<file path="config.mk">
export PLATFORM = sky130hd
export DESIGN_NAME = select_action_param
export DESIGN_NICKNAME = d
export VERILOG_FILES = /design/src/rtl/select_action_pkg.sv /design/src/rtl/action_lfsr8.sv /design/src/rtl/select_action_param.sv
export SDC_FILE = /design/constraint.sdc
export NUM_CORES = 1
export LEC_CHECK = 0
export ABC_CLOCK_PERIOD_IN_PS = 1350
export CAP_MARGIN = 20
export CORE_MARGIN = 10
export CORE_UTILIZATION = 37
export DETAILED_ROUTE_END_ITERATION = 10
export PLACE_DENSITY = 0.78
export SYNTH_ARGS = -nofsm -noshare
export SYNTH_HDL_FRONTEND = slang
export SYNTH_SLANG_ARGS = --single-unit
</file>
<file path="constraint.sdc">
create_clock -name clock -period 1.35 [get_ports clock]
set_input_delay 0.135 -clock clock [delete_from_list [all_inputs] [get_ports clock]]
set_output_delay 0.135 -clock clock [all_outputs]
set_load 0.005 [all_outputs]
</file>
<file path="src/rtl/select_action_pkg.sv">
// Shared types and defaults for the routing action selector.
// Holds the action_src and FSM state encodings plus the LFSR step function.
package select_action_pkg;

  typedef enum logic [1:0] {
    SRC_SELF    = 2'd0,
    SRC_SINK    = 2'd1,
    SRC_NEXTHOP = 2'd2,
    SRC_EXPLORE = 2'd3
  } action_src_e;

  typedef enum logic [2:0] {
    IDLE   = 3'd0,
    ARMED  = 3'd1,
    SCAN   = 3'd2,
    DECIDE = 3'd3,
    WRITE  = 3'd4,
    DONE   = 3'd5
  } state_e;

  localparam int DEFAULT_NULL_ID       = 65;
  localparam int DEFAULT_AGG_FLAG_ADDR = 2;
  localparam int DEFAULT_AGG_FLAG_VAL  = 1;

  localparam logic [7:0] LFSR_SEED = 8'hA5;

  // Fibonacci step for x^8+x^6+x^5+x^4+1, shifting toward the MSB
  function automatic logic [7:0] lfsr8_next(input logic [7:0] s);
    return {s[6:0], s[7] ^ s[5] ^ s[4] ^ s[3]};
  endfunction

endpackage

</file>
<file path="src/rtl/action_lfsr8.sv">
// Free-running 8-bit pseudo-random source used for exploratory action picks.
// Reseeds to LFSR_SEED on reset and advances on every clock.
module action_lfsr8
  import select_action_pkg::*;
(
  input  logic       clock,
  input  logic       rst,
  output logic [7:0] lfsr
);

  logic [7:0] lfsr_q;
  logic [7:0] lfsr_d;

  always_comb begin
    lfsr_d = lfsr8_next(lfsr_q);
  end

  always_ff @(posedge clock or posedge rst) begin
    if (rst) begin
      lfsr_q <= LFSR_SEED;
    end else begin
      lfsr_q <= lfsr_d;
    end
  end

  assign lfsr = lfsr_q;

endmodule

</file>
<file path="src/rtl/select_action_param.sv">
// Per-node routing action selector: sink > nexthop > self, with aggregation flag write on self.
// Optional epsilon-greedy exploration is enabled with the SELECT_ACTION_EXPLORE_EN macro.
module select_action_param
  import select_action_pkg::*;
#(
  parameter int WORD_WIDTH    = 16,
  parameter int ADDR_WIDTH    = 11,
  parameter int NUM_SINKS     = 4,
  parameter int NULL_ID       = DEFAULT_NULL_ID,
  parameter int AGG_FLAG_ADDR = DEFAULT_AGG_FLAG_ADDR,
  parameter int AGG_FLAG_VAL  = DEFAULT_AGG_FLAG_VAL
) (
  input  logic                            clock,
  input  logic                            rst,
  input  logic                            en,
  input  logic                            start,
  input  logic [WORD_WIDTH-1:0]           nexthop,
  input  logic [NUM_SINKS*WORD_WIDTH-1:0] nextsinks,
`ifdef SELECT_ACTION_EXPLORE_EN
  input  logic [7:0]                      epsilon,
`endif
  output logic [WORD_WIDTH-1:0]           action,
  output logic [1:0]                      action_src,
  output logic [ADDR_WIDTH-1:0]           address,
  output logic [WORD_WIDTH-1:0]           data_out,
  output logic                            wr_en,
  output logic                            for_aggregation,
  output logic                            done
);

  localparam int IDX_W = (NUM_SINKS > 1) ? $clog2(NUM_SINKS) : 1;
  localparam logic [IDX_W-1:0]      LAST_IDX = IDX_W'(NUM_SINKS - 1);
  localparam logic [WORD_WIDTH-1:0] NULL_W   = WORD_WIDTH'(NULL_ID);
  localparam logic [ADDR_WIDTH-1:0] AGG_ADDR = ADDR_WIDTH'(AGG_FLAG_ADDR);
  localparam logic [WORD_WIDTH-1:0] AGG_VAL  = WORD_WIDTH'(AGG_FLAG_VAL);

  state_e                  state_q, state_d;
  logic [IDX_W-1:0]        idx_q, idx_d;
  logic [WORD_WIDTH-1:0]   best_q, best_d;
  logic [WORD_WIDTH-1:0]   action_q, action_d;
  action_src_e             src_q, src_d;
  logic [ADDR_WIDTH-1:0]   address_q, address_d;
  logic [WORD_WIDTH-1:0]   data_q, data_d;
  logic                    wr_en_q, wr_en_d;
  logic                    agg_q, agg_d;
  logic                    done_q, done_d;
  logic                    clear_out;

  logic [WORD_WIDTH-1:0]   slots [NUM_SINKS];
  logic [WORD_WIDTH-1:0]   scan_slot;
  logic                    explore_hit;
  logic [WORD_WIDTH-1:0]   explore_slot;

  always_comb begin
    for (int i = 0; i < NUM_SINKS; i++) begin
      slots[i] = nextsinks[i*WORD_WIDTH +: WORD_WIDTH];
    end
  end

  assign scan_slot = slots[idx_q];

`ifdef SELECT_ACTION_EXPLORE_EN
  logic [7:0]       lfsr;
  logic [IDX_W-1:0] explore_idx;

  action_lfsr8 u_lfsr (
    .clock (clock),
    .rst   (rst),
    .lfsr  (lfsr)
  );

  // epsilon=0 can never satisfy lfsr < epsilon, so exploration switches itself off
  always_comb begin
    explore_idx  = IDX_W'(32'(lfsr) % NUM_SINKS);
    explore_slot = slots[explore_idx];
    explore_hit  = (lfsr < epsilon) && (explore_slot != NULL_W);
  end
`else
  assign explore_hit  = 1'b0;
  assign explore_slot = NULL_W;
`endif

  always_comb begin
    state_d   = state_q;
    idx_d     = idx_q;
    best_d    = best_q;
    action_d  = action_q;
    src_d     = src_q;
    address_d = address_q;
    data_d    = data_q;
    wr_en_d   = wr_en_q;
    agg_d     = agg_q;
    done_d    = done_q;
    clear_out = 1'b0;

    unique case (state_q)
      IDLE: begin
        if (en) begin
          clear_out = 1'b1;
          state_d   = ARMED;
        end
      end
      ARMED: begin
        if (start) begin
          idx_d   = '0;
          best_d  = NULL_W;
          state_d = SCAN;
        end
      end
      SCAN: begin
        if ((scan_slot != NULL_W) && (best_q == NULL_W)) begin
          best_d = scan_slot;
        end
        // index stops at the last slot instead of wrapping
        if (idx_q == LAST_IDX) begin
          state_d = DECIDE;
        end else begin
          idx_d = idx_q + 1'b1;
        end
      end
      DECIDE: begin
        if (explore_hit) begin
          action_d = explore_slot;
          src_d    = SRC_EXPLORE;
        end else if (best_q != NULL_W) begin
          action_d = best_q;
          src_d    = SRC_SINK;
        end else if (nexthop != NULL_W) begin
          action_d = nexthop;
          src_d    = SRC_NEXTHOP;
        end else begin
          action_d  = NULL_W;
          src_d     = SRC_SELF;
          agg_d     = 1'b1;
          address_d = AGG_ADDR;
          data_d    = AGG_VAL;
          wr_en_d   = 1'b1;
        end
        state_d = WRITE;
      end
      WRITE: begin
        wr_en_d = 1'b0;
        state_d = DONE;
      end
      DONE: begin
        done_d = 1'b1;
        if (en) begin
          clear_out = 1'b1;
          state_d   = ARMED;
        end
      end
      default: begin
        state_d = IDLE;
      end
    endcase

    if (clear_out) begin
      action_d  = NULL_W;
      src_d     = SRC_SELF;
      address_d = '0;
      data_d    = '0;
      wr_en_d   = 1'b0;
      agg_d     = 1'b0;
      done_d    = 1'b0;
    end
  end

  always_ff @(posedge clock or posedge rst) begin
    if (rst) begin
      state_q   <= IDLE;
      idx_q     <= '0;
      best_q    <= NULL_W;
      action_q  <= NULL_W;
      src_q     <= SRC_SELF;
      address_q <= '0;
      data_q    <= '0;
      wr_en_q   <= 1'b0;
      agg_q     <= 1'b0;
      done_q    <= 1'b0;
    end else begin
      state_q   <= state_d;
      idx_q     <= idx_d;
      best_q    <= best_d;
      action_q  <= action_d;
      src_q     <= src_d;
      address_q <= address_d;
      data_q    <= data_d;
      wr_en_q   <= wr_en_d;
      agg_q     <= agg_d;
      done_q    <= done_d;
    end
  end

  assign action          = action_q;
  assign action_src      = src_q;
  assign address         = address_q;
  assign data_out        = data_q;
  assign wr_en           = wr_en_q;
  assign for_aggregation = agg_q;
  assign done            = done_q;

endmodule
</file>
Word-level counts from Yosys, hierarchy flattened
Cells that the tools add are included.
- add/subtract/negate cells: 1
- $lt $le $gt $ge: 1
- equality and inequality tests: 19
- multiplexer cells: 39
- bitwise gates (word level): 1
- reduce and logical (&&, ||, !) cells: 12
- operators with widths (kind ; number):
    16-bit 2-to-1 mux ; 12
    16-bit by 7-bit != test with 1-bit output (second input constant) ; 3
    11-bit 2-to-1 mux ; 4
    16-bit binary-select mux with 2-bit select ; 1
    16-bit case mux with 2 select lines ; 1
    16-bit by 7-bit == test with 1-bit output (second input constant) ; 1
    3-bit case mux with 5 select lines ; 1
    3-bit AND reduction ; 5
    2-bit 2-to-1 mux ; 6
    2-bit != test (second input constant) ; 6
    1-bit 2-to-1 mux ; 9
    3-bit 2-to-1 mux ; 3
    3-bit by 2-bit == test with 1-bit output (second input constant) ; 2
    3-bit == test (second input constant) ; 2
    3-bit != test (second input constant) ; 2
    2-bit nonzero test ; 3
    2-bit case mux with 2 select lines ; 1
    3-bit by 1-bit == test with 1-bit output (second input constant) ; 1
    3-bit >= comparator (second input constant) ; 1
    3-bit logical NOT ; 1
    2-bit inverter with 3-bit output ; 1
    3-bit nonzero test ; 1
    2-bit by 1-bit adder with 2-bit output (second input constant) ; 1
    2-bit == test (second input constant) ; 1
    4 further kinds ; 4
- bits in registers: 69
- input bits: 84
- output and inout port bits: 48
- logic and storage cells: 83

Longest topological paths before layout
Gate-level depths: netlist of the first run.
- word-level depth: 8
- gate-level depth with buffers: 6
- mapped depth without buffers: 5

Least setup slack after synthesis of the first run
OpenSTA, ideal clock, no wires.
- path type: reg2reg
- start point: register idx_q[0]
- end point: register best_q[13]
- setup time: 0.122 ns
- arrival: 1.366 ns
- required time: 1.228 ns
- path slack: -0.137 ns
- stages on the path, launching flop included: 5
- buffers on the path: 2
- period minus slack after synthesis: 1.487 ns
- cell sequence: dfrtp_1 > buf_6 > buf_12 > mux4_2 > a32o_1
- cells in the longest elaborated chain, start to end: 8
- elaborated cells on any way between the ends: 10
- classes of those cells: eq/ne: 2; mux: 5; bitwise: 1; reduce/logical: 2
- RTL lines (element ; line ; text):
    start: declaration ; select_action_param.sv:38 ; logic [IDX_W-1:0] idx_q, idx_d;
    start signal: assignment ; select_action_param.sv:182 ; idx_q <= idx_d;
    2-bit inverter with 3-bit output (implied by the code) (*) ; select_action_param.sv:60 ; assign scan_slot = slots[idx_q];
    16-bit binary-select mux with 2-bit select (*) ; select_action_param.sv:60 ;
    16-bit 2-to-1 mux (implied by the code) (*) (2 in a row) ; select_action_param.sv:60 ;
    16-bit by 7-bit != test with 1-bit output ; select_action_param.sv:111 ; if ((scan_slot != NULL_W) && (best_q == NULL_W)) begin
    1-bit logical AND ; select_action_param.sv:111 ;
    2-bit != test (no line) ; n/a ;
    3-bit AND reduction (no line) ; n/a ;
    end signal: assignment ; select_action_param.sv:183 ; best_q <= best_d;
    end: declaration ; select_action_param.sv:39 ; logic [WORD_WIDTH-1:0] best_q, best_d;
Mark *: on every way between the ends. The rest lies on a longest branch, timed or not. The select of a mux whose other input is x is not followed.
A chain may end at the register's enable or synchronous reset.

Worst setup path after layout of the first run
- start point: register best_q[4]
- end point: register best_q[6]
- cells in the longest elaborated chain, start to end: 4
- RTL lines (element ; line):
    16-bit by 7-bit == test with 1-bit output ; select_action_param.sv:111
    1-bit logical AND ; select_action_param.sv:111
    2-bit != test (no line) ; n/a
    3-bit AND reduction (no line) ; n/a
Every way passes these cells.

==> impl_metrics.toml, run 1 <==
[yosys]
ys_types = 47
postSynthCellCount = 213
ys.flop_type = "dfrtp_1"
synth_area_per_cell_um2 = 12.5
ys_warn_count = 0
ys_seq_area_share_pct = 39.8
ys_ff_latch = 42
ys_async_sr_fraction_pct = 100
syn-cell-area_um2 = 2650
synth-edff-count = 0

[drt]
ant_nets = 0
via_count = 2348
drcViolationCount = 0
wl_per_cell_um = 18.3
drt-pass1-iter-count = 4
routed_wl_um = 8570
routed_via_density = 5.02
drt_iter0_drc = 121

[critical_path]
worst_setup_path_end_kind = "flop"
cp.arrival_ns = 1.79
crit_chain = "nor4_4 -> and4_4 -> buf_12 -> nand2_4 -> o22a_1"
crit_family = "simple AND/OR/NAND/NOR gates"
max_stage_delay_ns = 0.42
path_class = "reg -> reg"
crit_path_start_kind = "flop"
critPathRequiredTime_ns = 1.57
crit_buf_inv = 1
cp_max_fo = 8
cpMaxStageDelayCell = "dfrtp_1"

[clocking]
clk_latency_ns = 0.30
clkSinkCount = 42
cts_made_buffers = 5
clockBufferDepth = 2
path_clk_slew_ns = 0.08
clock-root-buffer = "clkbuf_8"
htreeDepth = 2
cts_tree = "done"

[finish]
drive_above_1_share_pct = 31.5
final_common_cell = "clkdlybuf4s50_1"
diodes = 0
nNetsFinal = 457
final_util_pct = 64.1
final_cell_mix = "clkdlybuf4s50_1 (96), buf_4 (49), dfrtp_1 (34)"
area_delta_synth_final_pct = 65.9
fin_cells = 468

[hold_path]
hold_path_class = "in -> async"

[global_route]
grt_pass1_wl_um = 13200
gr-total-overflow = 0
antenna_found_initial = 0
grt_max_degree = 43
grtUsageTotal_pct = 14.5
grt_pass1_vias = 2553

[floorplanning]
num_io_pins = 132
core-area_um2 = 6870
die_h_um = 105
die_x_um = 105
rows = 30
dieArea_um2 = 11000
initial_core_util_pct = 38.6

[timing]
whs_ns = 0.189
fin_skew_ns = 0.00526
max_freq_mhz = 638
finalSetupViolCount = 36
setup_slack_ns = -0.216
finalCriticalPeriod_ns = 1.57
fin_tns_setup_ns = -6.12
rsz0062_at_grt = "true"
finalCritPeriodShare_pct = 116
hold_viol = 0
slew_viol_final = 0

[placed_design]
dp_hpwl_um = 6710
numPlacedInstances = 448
place_congestion = 0.846
port_buffers = 106

[status]
failed_checks = "setup timing"
outcome = "finished with violations"

[power]
peakVddDrop_uv = 889
p_leak_nw = 2.11
power.density_nw_per_um2 = 1910

[run]
drv_cap = 0
metrics by stage:
stage | cell area [um^2] | total power, mW | setup WS (ns)
4_1_cts | 4170 | 7.57 | -0.220
3_3_place_gp | 4110 | 6.52 | -0.268
2_1_floorplan | 2780 | 4.74 | -0.126
3_5_place_dp | 4110 | 6.66 | -0.304
6_report | 4400 | 8.42 | -0.216
5_1_grt | 4400 | 8.92 | -0.286
Yosys cell counts, types with 2 or more instances:
cell,number,area [um^2]
dfrtp_1,38,951
buf_4,31,233
a32o_1,15,150
a21o_1,13,97.6
a22o_1,13,114
mux4_1,9,236
nand2_1,9,33.8
a21oi_1,8,40.0
mux4_2,7,158
buf_2,6,30.0
inv_1,5,18.8
nor2_1,5,18.8
nor3_1,5,25.0
buf_6,4,45.0
dfstp_2,4,105
nor2b_1,3,18.8
o21ai_0,3,15.0
nor4_1,2,12.5
nor4_2,2,25.0
nor4b_1,2,17.5
o22a_1,2,17.5
o2bb2ai_2,2,30.0
flip-flops by register name, indices dropped and copies added, names as in the netlist:
signal      count
action         16
best_q         16
state_q         3
action_src      2
idx_q           2
address         1
done            1
wr_en           1
area by class of cell:
cell class              instances  area (um^2)
fillers                       509         2470
multi-input cells             147         1400
inverters                       5         18.8
well taps                      96          120
clock inverters                 2         10.0
repair buffers                171         1720
clock buffers                   5         68.8
flip-flops and latches         42         1060
where the power goes:
| group | total (mW) | internal [mW] | switching, mW |
|---|---|---|---|
| logic | 5.44 | 3.25 | 2.19 |
| clock network | 0.773 | 0.347 | 0.425 |
| registers | 2.20 | 1.75 | 0.454 |
| total | 8.42 | 5.35 | 3.07 |
worst paths after layout:
kind	from	endpoint	slack, ns	cells after the start
setup / recovery	best_q[4]	best_q[6]	-0.22	5
hold / removal	rst	state_q[1]	0.19	3
setup reg to reg	best_q[4]	best_q[6]	-0.22	5
hold reg to reg	action_src[0]	action_src[0]	0.49	2
max in group asynchronous	rst	best_q[6]	0.88	3
min in group clock	nexthop[2]	action[2]	0.46	2
repair_timing:
| action | in CTS | in global routing |
|---|---|---|
| endpoints found under the setup margin | 41 | 48 |
| pin swaps | 0 | 28 |
| gates resized for setup | 16 | 25 |
| buffers inserted | 0 | 11 |
| cloned | 0 | 2 |
| hold buffers | 0 | 0 |
worst register-to-register path, stage by stage (launching register included):
cell and delay (ns):
dfrtp_1 0.42, nor4_4 0.40, and4_4 0.33, buf_12 0.14, nand2_4 0.05, o22a_1 0.16
logic make-up after synthesis:
group / synth area share (%)
other cells: 0.141
flops: 39.8
mux: 14.9
xor+xnor: 0.613
simple gates: 11.6
fa+ha+maj: 0.849
compound gates: 19.0
buf+inv: 13.2
per-layer routing:
metal	global-route usage [%]	share of wire, %
met1	17.4	41
met2	24.0	50
met3	5.34	8.8
met4	3.82	0.63
met5	0	0
Power figures use the tool's default switching activity.
==> run 2, diff against run 1 <==
MAX_ROUTING_LAYER = met4   (was not set)
==> run 2 against run 1 <==
  * The flow still finishes with violations (setup timing)
  * Core utilization shrank 0.15 points
  * First-iteration DRC count down 9.9%
  * Count of clock-buffer cells in the layout unchanged
  * Clock skew rose by 0.0014 ns
  * Combinational power barely moved
  * Die area is the same
  * Worst setup slack got worse by 0.017 ns
  * Global-route usage up 0.42 points
  * Routed wire length up 0.28%
  * Critical path depth is the same
  * Critical path type unchanged
==> impl_metrics.toml, run 2 (same netlist as run 1, synthesis figures left out) <==
[clocking]
clockBufferDepth = 2
clock-root-buffer = "clkbuf_8"
clk_latency_ns = 0.30
htreeDepth = 2
cts_tree = "done"
clkSinkCount = 42
cts_made_buffers = 5
path_clk_slew_ns = 0.08

[status]
outcome = "finished with violations"
failed_checks = "setup timing"

[placed_design]
dpl_worst_slack_ns = -0.304
dp_hpwl_um = 6710
place_congestion = 0.859
numPlacedInstances = 448
port_buffers = 106
dpl_cell_area_um2 = 4110

[power]
p_leak_nw = 2.08
power.density_nw_per_um2 = 1920
peakVddDrop_uv = 783
p_total_mw = 8.43

[global_route]
grt_pass1_wl_um = 13100
antenna_found_initial = 0
grtUsageTotal_pct = 14.9
grt_pass1_vias = 2563
grt_max_degree = 43
gr-total-overflow = 0

[critical_path]
cp_max_fo = 4
r2r_slack_ns = -0.23
worst_setup_path_end_kind = "flop"
critPathRequiredTime_ns = 1.57
cpMaxStageDelayCell = "dfstp_2"
path_class = "reg -> reg"
critPathCapture = "wr_en"
r2r_start = "best_q[6]"
max_stage_delay_ns = 0.54
rr_worst_depth = 5
crit_chain = "nor4b_4 -> buf_4 -> nand4_4 -> nor3_2 -> a2bb2oi_1"
rr_endpoint = "wr_en"
crit_path_start_kind = "flop"
cp.arrival_ns = 1.81
startpoint = "best_q[6]"

[timing]
finalSetupViolCount = 36
hold_viol = 0
rsz0062_at_grt = "true"
finalCriticalPeriod_ns = 1.58
fin_tns_setup_ns = -6.44
max_freq_mhz = 632
setup_slack_ns = -0.233
finalCritPeriodShare_pct = 117
slew_viol_final = 0
whs_ns = 0.186
fin_skew_ns = 0.00667

[drt]
drt_iter0_drc = 109
drcViolationCount = 0
wl_per_cell_um = 18.4
ant_nets = 0
drt-pass1-iter-count = 4
routed_wl_um = 8600
routed_via_density = 5.02
via_count = 2345

[finish]
area_delta_synth_final_pct = 65.5
final_util_pct = 64.0
nNetsFinal = 456
drive_above_1_share_pct = 31.3
fin_area_um2 = 4390
nFillCells = 509
fin_cells = 467
final_common_cell = "clkdlybuf4s50_1"
diodes = 0
final_cell_mix = "clkdlybuf4s50_1 (97), buf_4 (48), dfrtp_1 (34)"

[floorplanning]
num_io_pins = 132
rows = 30
dieArea_um2 = 11000
core-area_um2 = 6870
initial_core_util_pct = 38.6
die_h_um = 105
die_x_um = 105

[run]
drv_cap = 0

[hold_path]
hold_path_class = "in -> async"
-- run 2: power by group --
group	switching (mW)	total (mW)	internal [mW]
Sequential	0.453	2.20	1.75
Clock	0.445	0.792	0.348
Combinational	2.19	5.43	3.24
-- run 2: worst max-delay path, delay by kind of cell (launching register included) --
kind,cells,cell delay [ns]
AND/OR/NAND/NOR,3,0.61
flip-flops,1,0.54
buffers and inverters,1,0.18
AO/OA/AOI/OAI,1,0.18
-- run 2: layout make-up --
| type | count | area (um^2) | share of cell area (%) |
|---|---|---|---|
| Sequential cell | 42 | 1060 | 24.2 |
| Clock buffer | 5 | 68.8 | 1.57 |
| Multi-Input combinational cell | 147 | 1400 | 32.0 |
| Timing Repair Buffer | 170 | 1710 | 38.9 |
| Clock inverter | 2 | 10.0 | 0.228 |
| Tap cell | 96 | 120 | 2.73 |
| Inverter | 5 | 18.8 | 0.427 |
-- run 2: how the worst min path moves through the flow --
stage               cells past startpoint  slack (ns)            end          start
floorplan                               1        0.25      action[7]     nexthop[7]
global placement                        2        0.47  action_src[0]  action_src[0]
detailed placement                      1        0.49  action_src[1]  action_src[1]
CTS                                     3        0.21      action[9]            rst
global route                            3        0.22     state_q[1]            rst
finish                                  3        0.19           done            rst
-- run 2: what timing repair did --
item	in CTS	in global routing
cloned	0	2
buffers inserted	0	10
resized for setup	16	24
endpoints found under the setup margin	41	46
pin swaps	0	28
hold buffers	0	0
-- run 2: per-layer routing --
layer | GRT usage, % | vias to the layer above | routed length (um)
li1 | - | 1077 | -
met1 | 18.4 | 1150 | 3690
met2 | 23.9 | 109 | 4240
met3 | 3.44 | 9 | 543
met4 | 4.41 | 0 | 124
met5 | - | - | 0
==> run 3, diff against run 2 <==
CTS_BUF_LIST = sky130_fd_sc_hd__clkbuf_16   (was not set)
==> run 3 against run 2 <==
  * First-iteration DRC count decreased by 11%
  * Cell area increased by 1.5%
  * Sequential power about the same
  * Clock skew decreased by 0.0037 ns
  * Hold slack improved by 0.027 ns
  * The flow still finishes with violations (setup timing)
  * Critical path type unchanged
  * Register-to-register slack about the same
  * Global-route usage increased by 0.80 points
  * Fmax decreased by 0.12%
  * Via count unchanged
  * Sequential cell count unchanged
  * Power increased by 7.0%
  * Worst setup slack got worse by 0.0020 ns
  * Highest routed layer unchanged
==> impl_metrics.toml, run 3 (same netlist as run 1, synthesis figures left out) <==
[global_route]
grtUsageTotal_pct = 15.7
grt_pass1_wl_um = 13900
gr-total-overflow = 0
antenna_found_initial = 0
grt_pass1_vias = 2681
grt_max_degree = 43

[floorplanning]
num_io_pins = 132
die_h_um = 105
initial_core_util_pct = 38.6
rows = 30
dieArea_um2 = 11000
die_x_um = 105
core-area_um2 = 6870

[clocking]
path_clk_slew_ns = 0.06
cts_tree = "done"
clock-root-buffer = "clkbuf_16"
cts_made_buffers = 5
clockBufferDepth = 2
htreeDepth = 2
clkSinkCount = 42
holdBufCountCts = 0
clk_latency_ns = 0.28

[timing]
fin_tns_setup_ns = -5.61
fin_skew_ns = 0.00300
finalCriticalPeriod_ns = 1.59
slew_viol_final = 0
finalSetupViolCount = 36
finalCritPeriodShare_pct = 117
max_freq_mhz = 631
hold_viol = 0
rsz0062_at_grt = "true"
setup_slack_ns = -0.235

[placed_design]
dpl_worst_slack_ns = -0.304
dpl_cell_area_um2 = 4110
port_buffers = 106
numPlacedInstances = 448
dp_hpwl_um = 6710
place_congestion = 0.859

[critical_path]
worst_setup_path_end_kind = "flop"
rr_worst_depth = 5
cp_max_fo = 4
cp.arrival_ns = 1.78
path_class = "reg -> reg"
crit_path_start_kind = "flop"
critPathRequiredTime_ns = 1.55

[finish]
final_cell_mix = "clkdlybuf4s50_1 (103), buf_4 (48), dfrtp_1 (34)"
fin_area_um2 = 4460
diodes = 0
nNetsFinal = 457
area_delta_synth_final_pct = 68.0
fin_cells = 468
final_common_cell = "clkdlybuf4s50_1"
drive_above_1_share_pct = 32.3
final_util_pct = 64.9

[status]
failed_checks = "setup timing"
outcome = "finished with violations"

[hold_path]
hold_path_class = "in -> async"

[drt]
ant_nets = 0
via_count = 2345
drcViolationCount = 0
routed_wl_um = 8810
drt_iter0_drc = 97
wl_per_cell_um = 18.8
routed_via_density = 5.01
drt-pass1-iter-count = 4

[power]
p_seq_share_pct = 24.6
swShare_pct = 35.7
power.internal_mw = 5.80
netSwitchingPower_mw = 3.22
clkPwrFrac_pct = 12.4
power.density_nw_per_um2 = 2020
peakVddDrop_uv = 1050
p_leak_nw = 2.03
combPwrFrac_pct = 62.9

[run]
drv_cap = 0
[run 3: worst max-delay path, cell delays in order (launching register included)]
cell and delay [ns]:
dfstp_2 0.54, nor4b_4 0.25, buf_4 0.18, nand4_4 0.12
nor3_2 0.24, a2bb2oi_1 0.18
[run 3: worst paths after layout]
kind,endpoint,start,slack [ns]
setup / recovery,wr_en,best_q[6],-0.24
hold / removal,state_q[1],rst,0.21
setup reg to reg,wr_en,best_q[6],-0.24
hold reg to reg,action_src[0],action_src[0],0.48
max in group asynchronous,best_q[6],rst,0.86
min in group clock,action[2],nexthop[2],0.48
[run 3: cell type report]
class                   count  area [um^2]
well taps                  96          120
repair buffers            171         1710
clock buffers               5          125
multi-input cells         147         1410
inverters                   5         18.8
clock inverters             2         10.0
fillers                   497         2410
flip-flops and latches     42         1060
[run 3: routing by layer]
| layer | up-vias | track usage [%] | wire, um |
|---|---|---|---|
| li1 | 1084 | - | - |
| met1 | 1144 | 18.9 | 3800 |
| met2 | 111 | 25.6 | 4340 |
| met3 | 6 | 4.05 | 553 |
| met4 | 0 | 4.22 | 108 |
| met5 | - | - | 0 |
[run 3: power by group through the flow]
stage / Clock [mW] / Sequential (mW) / Combinational (mW)
global route: 1.20 / 2.28 / 6.05
floorplan: 0 / 2.08 / 2.66
detailed placement: 0 / 2.17 / 4.49
CTS: 1.14 / 2.19 / 5.38
global placement: 0 / 2.15 / 4.37
finish: 1.12 / 2.22 / 5.67
[run 3: metrics by stage]
| stage | hold slack, ns | total power [mW] |
|---|---|---|
| after floorplan | 0.248 | 4.74 |
| after global placement | 0.472 | 6.52 |
| after detailed placement | 0.492 | 6.66 |
| after CTS | 0.232 | 8.70 |
| after global routing | 0.248 | 9.53 |
| final | 0.213 | 9.01 |
[run 3: what timing repair did]
item,CTS,global route
resized for setup,25,14
endpoints found under the hold margin,0,0
buffers inserted,6,5
endpoints found under the setup margin,40,42
gates cloned,1,1
pin swaps,11,20
